[src/rtl/uart_cmd_pkg.sv]
// ============================================================================
// Module      : uart_cmd_pkg
// Description : Shared constants and state encoding for the UART command parser.
// Revision    : 1.0 - initial release
// ============================================================================
`default_nettype none

package uart_cmd_pkg;

    typedef logic [2:0] state_t;

    localparam state_t C_ST_IDLE      = 3'd0;
    localparam state_t C_ST_FREQ_PAT  = 3'd1;
    localparam state_t C_ST_FREQ_SLOW = 3'd2;
    localparam state_t C_ST_FREQ_FAST = 3'd3;
    localparam state_t C_ST_DATA_PAT  = 3'd4;
    localparam state_t C_ST_DATA_CTRL = 3'd5;

    localparam logic [7:0] C_CMD_FREQ = 8'h0A;
    localparam logic [7:0] C_CMD_DATA = 8'h0B;

    // Control byte: [7:4] channel, [3] reserved, [2] mode, [1:0] action
    localparam int C_CTRL_CH_LSB   = 4;
    localparam int C_CTRL_MODE_BIT = 2;
    localparam int C_CTRL_ACT_LSB  = 0;

    localparam logic [1:0] C_ACTION_START = 2'b01;

    localparam logic [7:0] C_RST_SLOW_PERIOD = 8'h14;
    localparam logic [7:0] C_RST_FAST_PERIOD = 8'h05;

endpackage

`default_nettype wire

[src/rtl/cmd_byte_shifter.sv]
// ============================================================================
// Module      : cmd_byte_shifter
// Description : DATA_BIT-wide accumulator; byte idx_i lands at bits [8*idx+7:8*idx].
// Revision    : 1.0 - initial release
// ============================================================================
`default_nettype none

module cmd_byte_shifter #(
    parameter int DATA_BIT = 32,
    parameter int IDX_W    = 3
) (
    input  logic                clk_i,
    input  logic                rst_i,
    input  logic                clr_i,
    input  logic                load_i,
    input  logic [IDX_W-1:0]    idx_i,
    input  logic [7:0]          byte_i,
    output logic [DATA_BIT-1:0] pattern_o
);

    localparam int PAT_BYTES = DATA_BIT / 8;

    logic [DATA_BIT-1:0] r_pattern;

    always_ff @(posedge clk_i or posedge rst_i) begin
        if (rst_i) begin
            r_pattern <= '0;
        end else if (clr_i) begin
            r_pattern <= '0;
        end else if (load_i) begin
            for (int k = 0; k < PAT_BYTES; k++) begin
                if (idx_i == IDX_W'(k)) begin
                    r_pattern[8*k +: 8] <= byte_i;
                end
            end
        end
    end

    assign pattern_o = r_pattern;

endmodule

`default_nettype wire

[src/rtl/uart_cmd_parser.sv]
// ============================================================================
// Module      : uart_cmd_parser
// Description : Decodes UART byte packets into validated frequency / channel-data
//               register updates; optional inter-byte timeout via
//               UART_CMD_PARSER_TIMEOUT_EN.
// Revision    : 1.0 - initial release
// ============================================================================
`default_nettype none

module uart_cmd_parser
    import uart_cmd_pkg::*;
#(
    parameter int         DATA_BIT    = 32,
    parameter int         OUTPUT_NUM  = 3,
    parameter logic [7:0] CMD_FREQ    = C_CMD_FREQ,
    parameter logic [7:0] CMD_DATA    = C_CMD_DATA,
    parameter int         TIMEOUT_CLK = 8000
) (
    input  logic                clk_i,
    input  logic                rst_i,
    input  logic [7:0]          data_i,
    input  logic                rx_done_tick_i,
    output logic [DATA_BIT-1:0] freq_pattern_o,
    output logic [7:0]          slow_period_o,
    output logic [7:0]          fast_period_o,
    output logic                freq_update_tick_o,
    output logic [DATA_BIT-1:0] data_pattern_o,
    output logic [3:0]          channel_o,
    output logic                mode_o,
    output logic [1:0]          action_o,
    output logic                data_update_tick_o,
    output logic                busy_o,
    output logic                err_tick_o
);

    localparam int PAT_BYTES = DATA_BIT / 8;
    localparam int CNT_W     = $clog2(PAT_BYTES) + 1;

    state_t              r_state;
    logic [CNT_W-1:0]    r_byte_cnt;
    logic [7:0]          r_slow_sh;
    logic [DATA_BIT-1:0] w_freq_shadow;
    logic [DATA_BIT-1:0] w_data_shadow;
    logic                w_busy;
    logic                w_last_pat;
    logic                w_clr;
    logic                w_freq_load;
    logic                w_data_load;
    logic                w_timeout;
    logic [3:0]          w_ch;
    logic                w_ch_ok;

    assign w_busy      = (r_state != C_ST_IDLE);
    assign busy_o      = w_busy;
    assign w_last_pat  = (r_byte_cnt == CNT_W'(PAT_BYTES - 1));
    // Shadow patterns restart at every packet start and on timeout abort
    assign w_clr       = (rx_done_tick_i && (r_state == C_ST_IDLE)) || w_timeout;
    assign w_freq_load = rx_done_tick_i && (r_state == C_ST_FREQ_PAT);
    assign w_data_load = rx_done_tick_i && (r_state == C_ST_DATA_PAT);
    assign w_ch        = data_i[C_CTRL_CH_LSB +: 4];
    assign w_ch_ok     = ({1'b0, w_ch} < 5'(OUTPUT_NUM));

    cmd_byte_shifter #(
        .DATA_BIT (DATA_BIT),
        .IDX_W    (CNT_W)
    ) u_freq_shifter (
        .clk_i     (clk_i),
        .rst_i     (rst_i),
        .clr_i     (w_clr),
        .load_i    (w_freq_load),
        .idx_i     (r_byte_cnt),
        .byte_i    (data_i),
        .pattern_o (w_freq_shadow)
    );

    cmd_byte_shifter #(
        .DATA_BIT (DATA_BIT),
        .IDX_W    (CNT_W)
    ) u_data_shifter (
        .clk_i     (clk_i),
        .rst_i     (rst_i),
        .clr_i     (w_clr),
        .load_i    (w_data_load),
        .idx_i     (r_byte_cnt),
        .byte_i    (data_i),
        .pattern_o (w_data_shadow)
    );

`ifdef UART_CMD_PARSER_TIMEOUT_EN
    localparam int TO_W = $clog2(TIMEOUT_CLK + 1);

    logic [TO_W-1:0] r_to_cnt;

    always_ff @(posedge clk_i or posedge rst_i) begin
        if (rst_i) begin
            r_to_cnt <= '0;
        end else if (rx_done_tick_i || !w_busy) begin
            r_to_cnt <= '0;
        end else begin
            r_to_cnt <= r_to_cnt + TO_W'(1);
        end
    end

    // Fires on the edge at which the idle count would reach TIMEOUT_CLK
    assign w_timeout = w_busy && !rx_done_tick_i && (r_to_cnt == TO_W'(TIMEOUT_CLK - 1));
`else
    assign w_timeout = 1'b0;
`endif

    always_ff @(posedge clk_i or posedge rst_i) begin
        if (rst_i) begin
            r_state            <= C_ST_IDLE;
            r_byte_cnt         <= '0;
            r_slow_sh          <= '0;
            freq_pattern_o     <= '0;
            slow_period_o      <= C_RST_SLOW_PERIOD;
            fast_period_o      <= C_RST_FAST_PERIOD;
            freq_update_tick_o <= 1'b0;
            data_pattern_o     <= '0;
            channel_o          <= '0;
            mode_o             <= 1'b0;
            action_o           <= '0;
            data_update_tick_o <= 1'b0;
            err_tick_o         <= 1'b0;
        end else begin
            freq_update_tick_o <= 1'b0;
            data_update_tick_o <= 1'b0;
            err_tick_o         <= 1'b0;
            if (w_timeout) begin
                r_state    <= C_ST_IDLE;
                r_byte_cnt <= '0;
                r_slow_sh  <= '0;
                err_tick_o <= 1'b1;
            end else if (rx_done_tick_i) begin
                case (r_state)
                    C_ST_IDLE: begin
                        r_byte_cnt <= '0;
                        if (data_i == CMD_FREQ) begin
                            r_state <= C_ST_FREQ_PAT;
                        end else if (data_i == CMD_DATA) begin
                            r_state <= C_ST_DATA_PAT;
                        end else begin
                            err_tick_o <= 1'b1;
                        end
                    end
                    C_ST_FREQ_PAT: begin
                        if (w_last_pat) begin
                            r_state    <= C_ST_FREQ_SLOW;
                            r_byte_cnt <= '0;
                        end else begin
                            r_byte_cnt <= r_byte_cnt + CNT_W'(1);
                        end
                    end
                    C_ST_FREQ_SLOW: begin
                        r_slow_sh <= data_i;
                        r_state   <= C_ST_FREQ_FAST;
                    end
                    C_ST_FREQ_FAST: begin
                        r_state   <= C_ST_IDLE;
                        r_slow_sh <= '0;
                        if ((r_slow_sh == 8'h00) || (data_i == 8'h00)) begin
                            err_tick_o <= 1'b1;
                        end else begin
                            freq_pattern_o     <= w_freq_shadow;
                            slow_period_o      <= r_slow_sh;
                            fast_period_o      <= data_i;
                            freq_update_tick_o <= 1'b1;
                        end
                    end
                    C_ST_DATA_PAT: begin
                        if (w_last_pat) begin
                            r_state    <= C_ST_DATA_CTRL;
                            r_byte_cnt <= '0;
                        end else begin
                            r_byte_cnt <= r_byte_cnt + CNT_W'(1);
                        end
                    end
                    C_ST_DATA_CTRL: begin
                        r_state <= C_ST_IDLE;
                        if (!w_ch_ok) begin
                            err_tick_o <= 1'b1;
                        end else begin
                            data_pattern_o     <= w_data_shadow;
                            channel_o          <= w_ch;
                            mode_o             <= data_i[C_CTRL_MODE_BIT];
                            action_o           <= data_i[C_CTRL_ACT_LSB +: 2];
                            data_update_tick_o <= 1'b1;
                        end
                    end
                    default: begin
                        r_state <= C_ST_IDLE;
                    end
                endcase
            end
        end
    end

endmodule

`default_nettype wire

[config.mk]
export PLATFORM = sky130hd
export DESIGN_NAME = uart_cmd_parser
export DESIGN_NICKNAME = d
export VERILOG_FILES = /design/src/rtl/uart_cmd_pkg.sv /design/src/rtl/cmd_byte_shifter.sv /design/src/rtl/uart_cmd_parser.sv
export SDC_FILE = /design/constraint.sdc
export NUM_CORES = 1
export LEC_CHECK = 0
export CORE_MARGIN = 2
export CORE_UTILIZATION = 48
export DETAILED_ROUTE_END_ITERATION = 12
export GPL_TIMING_DRIVEN = 0
export PLACE_DENSITY = 0.75
export SLEW_MARGIN = 20
export SYNTH_ARGS = -nofsm -noshare
export SYNTH_HDL_FRONTEND = slang
export SYNTH_SLANG_ARGS = --single-unit
[constraint.sdc]
create_clock -name clk_i -period 5.65 [get_ports clk_i]
set_clock_uncertainty 0.1 [all_clocks]
set_input_delay 0.8475 -clock clk_i [delete_from_list [all_inputs] [get_ports clk_i]]
set_output_delay 0.8475 -clock clk_i [all_outputs]
set_load 0.01 [all_outputs]
==> metrics.yaml, run 1 <==
tightest_slew_ns: 0.555
required_ns: 4.70
diodes: 0
drtAntennaViolNets: 0
fin_setup_tns_ns: 0
cts_tree: "yes"
via_per_inst: 5.31
synth_area_per_cell_um2: 13.0
overflow: 0
critical_path_arrival_ns: 1.87
wl_per_cell_um: 17.7
crit_path_end_kind: "output pin"
hp-start: "u_freq_shifter.pattern_o[1]"
cts_resized: 0
outcome: "finished, final reports clean"
track_usage: 0.211
hold_viol: 0
grt_pass1_wl_um: 23400
final_area_um2: 8490
cts.htree.levels: 4
clk-insertion-delay-late_ns: 0.43
placed_cells: 783
period_share: 0.499
layout_min_cycle_time_ns: 2.82
synth_most_common_cell: "dfrtp_1"
p_leak_nw: 4.02
synth_top_area_share: 0.626
yosys.area.top_type: "dfrtp_1"
final_cells: 815
finalWorstSetupSlack_ns: 2.83
top_level_ports: 102
drt_pre_antenna_iters: 5
portBuffers: 101
grt_pass1_vias: 4459
synth_seq_cells: 168
globalplace.congestion: 0.792
initial_utilization: 0.493
core_um2: 13300
synth-main-ff-cell: "dfrtp_1"
vias: 4329
ys_seq_area_frac: 0.642
syn_inst: 505
drive_above_1_share: 0.233
clkTransAtPathRegs_ns: 0.06
powerDensity_nw_per_um2: 501
ys_top_cells_by_count: "dfrtp_1, nand2_1, mux2_2, o21ai_0, buf_2"
cp.buffers_inverters: 3
clock-root-buffer: "clkbuf_16"
drc: 0
drt-initial-drc-count: 369
rows: 42
path_class: "reg2out"
area_delta_synth_final_pct: 29.5
cts_sinks: 168
ir_drop_uv: 201
synth_top_cells_by_area: "dfrtp_1, mux2_2, o21ai_0, nand2_1, mux2_4"
holdBufCountCts: 0
setup_violations: 0
yosys_warnings: 0
rrSetupSlack_ns: 3.65
relSlewSlack: 0.627
min-delay-path-class: "reg2reg"
syn_area_um2: 6560
timing.rr.end: "u_freq_shifter.pattern_o[8]"
path_max_fanout: 10
holdPathEnd: "u_freq_shifter.pattern_o[1]"
place_area_um2: 7820
synth-edff-count: 0
reg2reg_depth: 5
ys_types: 40
cts-buffers-inserted: 17
max_stage_delay_ns: 0.56
slowest_stage: "clkdlybuf4s50_1"
slew_violations: 0
die_y_um: 121
ys_async_sr_fraction: 1.00
r2r_start: "r_state[2]"
max_cap_viol_count: 0
nNetsFinal: 641
grt_setup_unrepaired: "no"
crit_path_start_kind: "flop"
pre_cts_slack_ns: 2.68
dieWidth_um: 121
path_delay_family: "buffers and inverters"
dieArea_um2: 14600
cts_setup_buffers: 0
antenna_found_initial: 0
crit_chain: "buf_2 > inv_1 > nand2_1 > clkdlybuf4s50_1"
clk_path_buf_depth: 2
routed_wl_um: 14500
dp_hpwl_um: 9600
max_freq_mhz: 355
grt_max_degree: 108
synth_nets: 520
hold_slack_ns: 0.380
hold_depth: 2
[per-layer routing]
metal	vias to the layer above	track usage	part of all wire
met4	0	0.0988	0.026
met2	120	0.345	0.50
met5	-	0	0
li1	1982	-	-
met1	2200	0.273	0.42
met3	27	0.0409	0.050
[state kept, by name (all words and copies together) (netlist names)]
name,count
r_slow_sh,8
u_data_shifter.pattern_o,32
channel_o,4
mode_o,1
freq_pattern_o,32
action_o,2
u_freq_shifter.pattern_o,32
r_byte_cnt,3
err_tick_o,1
slow_period_o,8
fast_period_o,8
freq_update_tick_o,1
r_state,3
data_update_tick_o,1
data_pattern_o,32
[layout make-up]
class / instances / area, µm²
repair buffers: 102 / 1040
well taps: 176 / 220
plain buffers: 23 / 171
flip-flops and latches: 168 / 4210
inverters: 6 / 30.0
clock inverters: 11 / 194
multi-input cells: 308 / 2150
fillers: 1001 / 4810
clock buffers: 21 / 470
[placed cells by master (no fill, tap or decap), types with 2 or more instances in the layout]
master	netlist	routed
buf_4	5	5
clkbuf_8	0	3
nand2b_1	2	2
o21ai_0	73	73
o21ai_1	8	8
dfstp_2	4	4
mux2_4	9	9
mux2_1	2	2
bufinv_16	0	5
nand2_1	92	92
clkdlybuf4s50_1	0	101
inv_1	6	5
dfrtp_1	164	164
mux2_2	75	75
buf_2	10	10
nor2_1	6	6
nand3_1	3	3
clkinv_4	0	3
nor4_1	2	2
o21a_1	2	2
clkbuf_1	2	3
a21oi_1	2	2
nor3_1	2	2
nor2b_1	8	8
nand3_2	2	2
ha_1	4	4
clkinv_2	0	2
buf_6	5	5
clkbuf_16	0	17
[through the flow]
step | power [mW] | utilization
3_5_place_dp | 2.98 | 0.588
2_1_floorplan | 2.43 | -
4_1_cts | 4.28 | 0.638
3_3_place_gp | 2.91 | 0.586
6_report | 4.25 | 0.638
5_1_grt | 4.48 | 0.638
[cells by family (layout without fill, tap and decap cells)]
logic type | Yosys count | after routing | share of synthesized area
xor gates and xnor gates | 1 | 1 | 0.00134
muxes | 87 | 87 | 0.154
buffers and inverters | 29 | 163 | 0.0296
AOI/OAI and AO/OA | 92 | 92 | 0.0746
and+or+nand+nor | 124 | 124 | 0.0903
adders and majority gates | 4 | 4 | 0.00764
DFF | 168 | 168 | 0.642
[worst register-to-register path, delay by kind of cell, from the launching register on]
family	cells	cell delay [ns]
flops	1	0.38
buf+inv	2	0.38
compound gates	1	0.20
simple gates	2	0.79
[where the power goes]
group          total, mW  switching [mW]  internal (mW)  leakage [nW]
Combinational       1.14           0.551          0.584          1.49
Sequential          1.83           0.227           1.60          2.21
Clock               1.29           0.467          0.820         0.323
Total               4.25            1.25           3.01          4.02
[worst max-delay path by stage]
stage,startpoint,cells after the start,slack (ns),endpoint
finish,r_state[2],4,2.83,busy_o
global route,r_state[2],4,2.77,busy_o
CTS,r_state[2],4,2.84,busy_o
detailed placement,data_i[4],5,2.68,data_pattern_o[25]
global placement,rst_i,2,-1.67,data_pattern_o[8]
floorplan,rst_i,1,0.16,action_o[0]
(Power assumes the default switching activity.)
==> inputs of run 2 (changes only) <==
--- a/config.mk
+++ b/config.mk
@@ -6,10 +6,10 @@
 export NUM_CORES = 1
 export LEC_CHECK = 0
 export CORE_MARGIN = 2
-export CORE_UTILIZATION = 48
+export CORE_UTILIZATION = 53
 export DETAILED_ROUTE_END_ITERATION = 12
 export GPL_TIMING_DRIVEN = 0
-export PLACE_DENSITY = 0.75
+export PLACE_DENSITY = 0.79
 export SLEW_MARGIN = 20
 export SYNTH_ARGS = -nofsm -noshare
 export SYNTH_HDL_FRONTEND = slang
==> constraint.sdc (replaced) <==
create_clock -name clk_i -period 2.7 [get_ports clk_i]
set_clock_uncertainty 0.1 [all_clocks]
set_input_delay 0.405 -clock clk_i [delete_from_list [all_inputs] [get_ports clk_i]]
set_output_delay 0.405 -clock clk_i [all_outputs]
set_load 0.01 [all_outputs]
==> metrics.yaml, run 2 (synthesis results as in run 1) <==
cts.htree.levels: 4
cp-endpoint: "busy_o"
cts_resized: 0
grt_max_degree: 37
clock-root-buffer: "clkbuf_16"
grt_setup_unrepaired: "no"
gr-usage-met2: 0.374
drt_pre_antenna_iters: 4
cts_tree: "yes"
via_per_inst: 5.30
diodes: 0
max_cap_viol_count: 0
layout_min_cycle_time_ns: 2.31
layout_common_cells: "dfrtp_1, clkdlybuf4s50_1, nand2_1, mux2_2, o21ai_0"
dieWidth_um: 115
slew_violations: 0
globalplace.congestion: 0.824
met1_usage: 0.302
placed_cells: 779
nNetsFinal: 645
rrSetupSlack_ns: 0.71
die_y_um: 115
path_max_fanout: 10
powerDensity_nw_per_um2: 1020
antenna_found_initial: 0
final_common_cell: "dfrtp_1"
relSlewSlack: 0.628
path_class: "reg2out"
initial_utilization: 0.543
grt_pass1_wl_um: 22800
ir_drop_uv: 523
outcome: "finished, final reports clean"
overflow: 0
rows: 40
period_share: 0.857
clk-insertion-delay-late_ns: 0.42
core_um2: 12100
drtAntennaViolNets: 0
max_freq_mhz: 432
portBuffers: 101
vias: 4290
clkTransAtPathRegs_ns: 0.06
crit_path_start_kind: "flop"
pre_cts_slack_ns: 0.187
drc: 0
dieArea_um2: 13300
top_level_ports: 102
holdBufCountCts: 0
cp-startpoint: "r_state[2]"
clk_path_buf_depth: 2
cts_setup_buffers: 0
final_cells: 809
cts-buffers-inserted: 17
cts_sinks: 168
grt_pass1_vias: 4398
grt.busiest_layer: "met2"
drive_above_1_share: 0.234
wl_per_cell_um: 17.3
crit_path_end_kind: "output pin"
r2r_start: "r_state[1]"
critical_path_arrival_ns: 1.81
min-delay-path-class: "in2async"
timing.rr.end: "u_data_shifter.pattern_o[12]"
p_leak_nw: 4.02
track_usage: 0.231
tightest_slew_ns: 0.555
reg2reg_depth: 5
setup_violations: 0
routed_wl_um: 14000
dp_hpwl_um: 9800
required_ns: 2.19
area_delta_synth_final_pct: 29.5
finalWorstSetupSlack_ns: 0.385
grt_use_met3: 0.0543
hold_viol: 0
drt-initial-drc-count: 235
[run 2: critical path: stages, from the launching register on]
cell and delay (ns):
dfrtp_1 0.34, buf_2 0.23, inv_1 0.15, nand2_1 0.12
clkdlybuf4s50_1 0.55
[run 2: power breakdown]
part           internal, mW  switching [mW]
Sequential             3.35           0.456
Combinational          1.24            1.15
Clock                  1.55           0.914
[run 2: routing by layer]
metal / share of wire / wire (µm)
met2: 0.50 / 7040
met3: 0.048 / 674
met5: 0 / 0
met4: 0.022 / 313
met1: 0.43 / 5960
[run 2: how the worst min path moves through the flow]
stage / startpoint / end / slack (ns)
finish: rst_i / freq_pattern_o[0] / 0.26
global route: rst_i / freq_pattern_o[0] / 0.28
CTS: rst_i / u_freq_shifter.pattern_o[7] / 0.26
detailed placement: u_freq_shifter.pattern_o[21] / u_freq_shifter.pattern_o[21] / 0.37
global placement: u_data_shifter.pattern_o[24] / u_data_shifter.pattern_o[24] / 0.36
floorplan: u_data_shifter.pattern_o[0] / u_data_shifter.pattern_o[0] / 0.34
[run 2: layout make-up]
cell class	count	area, µm²
Sequential cell	168	4210
Fill cell	834	3570
Multi-Input combinational cell	308	2150
Timing Repair Buffer	106	1120
Clock buffer	20	447
Tap cell	168	210
Buffer	23	171
Clock inverter	10	153
Inverter	6	26.3
[run 2: metrics by stage]
step                 util  cell area (µm²)  total power [mW]  TNS, ns  hold WS (ns)
global route        0.704             8490              9.14        0         0.277
detailed placement  0.654             7890              6.23        0         0.366
global placement    0.645             7780              6.05  -178.20         0.357
finish              0.704             8490              8.66        0         0.259
CTS                 0.704             8490              8.72        0         0.264
floorplan               -             6560              5.09        0         0.344
==> inputs of run 3 (changes only) <==
--- a/config.mk
+++ b/config.mk
@@ -5,11 +5,14 @@
 export SDC_FILE = /design/constraint.sdc
 export NUM_CORES = 1
 export LEC_CHECK = 0
+export CAP_MARGIN = 0
+export CELL_PAD_IN_SITES_DETAIL_PLACEMENT = 0
+export CELL_PAD_IN_SITES_GLOBAL_PLACEMENT = 1
 export CORE_MARGIN = 2
-export CORE_UTILIZATION = 53
+export CORE_UTILIZATION = 43
 export DETAILED_ROUTE_END_ITERATION = 12
 export GPL_TIMING_DRIVEN = 0
-export PLACE_DENSITY = 0.79
+export PLACE_DENSITY_LB_ADDON = 0.1
 export SLEW_MARGIN = 20
 export SYNTH_ARGS = -nofsm -noshare
 export SYNTH_HDL_FRONTEND = slang
==> metrics.yaml, run 3 (synthesis results as in run 1) <==
core_um2: 15000
relSlewSlack: 0.619
cts.htree.levels: 4
place_area_um2: 7940
fin_setup_tns_ns: 0
layout_min_cycle_time_ns: 2.35
setup_violations: 0
n_fill_cell: 1256
drt-initial-drc-count: 131
grt_max_degree: 33
globalplace.congestion: 0.787
max_freq_mhz: 425
area_delta_synth_final_pct: 29.8
wl_per_cell_um: 17.4
drt_pre_antenna_iters: 5
holdBufCountCts: 0
final_common_cell: "dfrtp_1"
drive_above_1_share: 0.239
top_level_ports: 102
hold_viol: 0
crit_path_start_kind: "flop"
p_leak_nw: 4.03
drtAntennaViolNets: 0
clock-root-buffer: "clkbuf_16"
min-delay-path-class: "in2async"
antenna_found_initial: 0
cts_sinks: 168
drc: 0
period_share: 0.872
diodes: 0
max_cap_viol_count: 0
clk-insertion-delay-late_ns: 0.42
layout_common_cells: "dfrtp_1, clkdlybuf4s50_1, nand2_1, mux2_2, o21ai_0"
portBuffers: 101
grt_pass1_vias: 4465
via_per_inst: 5.06
postLayoutCoreUtil: 0.566
nNetsFinal: 646
ir_drop_uv: 448
grt_setup_unrepaired: "no"
clk_path_buf_depth: 2
tightest_slew_ns: 0.567
crit_path_end_kind: "output pin"
cts_setup_buffers: 0
cts-buffers-inserted: 17
vias: 4211
path_class: "reg2out"
dieWidth_um: 127
reg2reg_depth: 5
rows: 45
required_ns: 2.19
critical_path_arrival_ns: 1.85
initial_utilization: 0.436
clkTransAtPathRegs_ns: 0.06
final_area_um2: 8510
die_y_um: 127
dp_hpwl_um: 10200
fin_total_pwr_mw: 8.48
hold_slack_ns: 0.269
cts_resized: 0
dieArea_um2: 16200
slew_violations: 0
track_usage: 0.190
overflow: 0
path_max_fanout: 10
outcome: "finished, final reports clean"
routed_wl_um: 14500
grt_pass1_wl_um: 23600
cts_tree: "yes"
powerDensity_nw_per_um2: 996
-- run 3: cell count changes in the layout (fill, tap and decap cells not counted), sizes merged --
| cell | previous run | this run |
|---|---|---|
| clkbuf | 22 | 25 |
| buf | 26 | 27 |
| bufinv | 4 | 1 |
| clkinv | 5 | 7 |
-- run 3: layer usage --
| layer | vias up | wire, µm | global-route usage |
|---|---|---|---|
| met1 | 2102 | 6520 | 0.249 |
| met3 | 29 | 608 | 0.0456 |
| met2 | 97 | 6880 | 0.302 |
| li1 | 1983 | - | - |
| met5 | - | 0 | 0 |
| met4 | 0 | 455 | 0.0860 |
-- run 3: final timing paths --
| kind | slack [ns] | endpoint | from |
|---|---|---|---|
| worst max register to register | 0.73 | u_freq_shifter.pattern_o[25] | r_state[2] |
| worst max-delay path | 0.35 | busy_o | r_state[2] |
| min in group clk_i | 0.37 | u_data_shifter.pattern_o[31] | u_data_shifter.pattern_o[31] |
| max in group asynchronous | 1.17 | data_pattern_o[8] | rst_i |
| worst min register to register | 0.37 | u_data_shifter.pattern_o[31] | u_data_shifter.pattern_o[31] |
| worst min-delay path | 0.27 | freq_pattern_o[5] | rst_i |
-- run 3: final cells by class --
cell class,instances,area (µm²),area share
clock buffer,23,498,0.0585
timing repair buffer,107,1150,0.135
tap,188,235,0.0276
clock inverter,9,72.6,0.00853
multi-input combinational,308,2150,0.253
inverter,6,26.3,0.00309
buffer,23,171,0.0201
sequential,168,4210,0.495
-- run 3: per-stage QoR --
step | std cells | worst slack [ns]
floorplan | 505 | 0.0575
global placement | 794 | -1.25
detailed placement | 800 | 0.197
CTS | 832 | 0.348
global route | 832 | 0.232
finish | 832 | 0.346
-- run 3: where the power goes --
| group | leakage, nW | total, mW | switching, mW | internal [mW] |
|---|---|---|---|---|
| Clock | 0.288 | 2.31 | 0.934 | 1.38 |
| Sequential | 2.21 | 3.81 | 0.457 | 3.35 |
| Combinational | 1.53 | 2.36 | 1.12 | 1.24 |
| Total | 4.03 | 8.48 | 2.51 | 5.97 |
-- run 3: critical path, cell delays in order, from the launching register on --
cell	delay, ns
dfrtp_1	0.35
buf_2	0.23
inv_1	0.16
nand2_1	0.14
clkdlybuf4s50_1	0.55
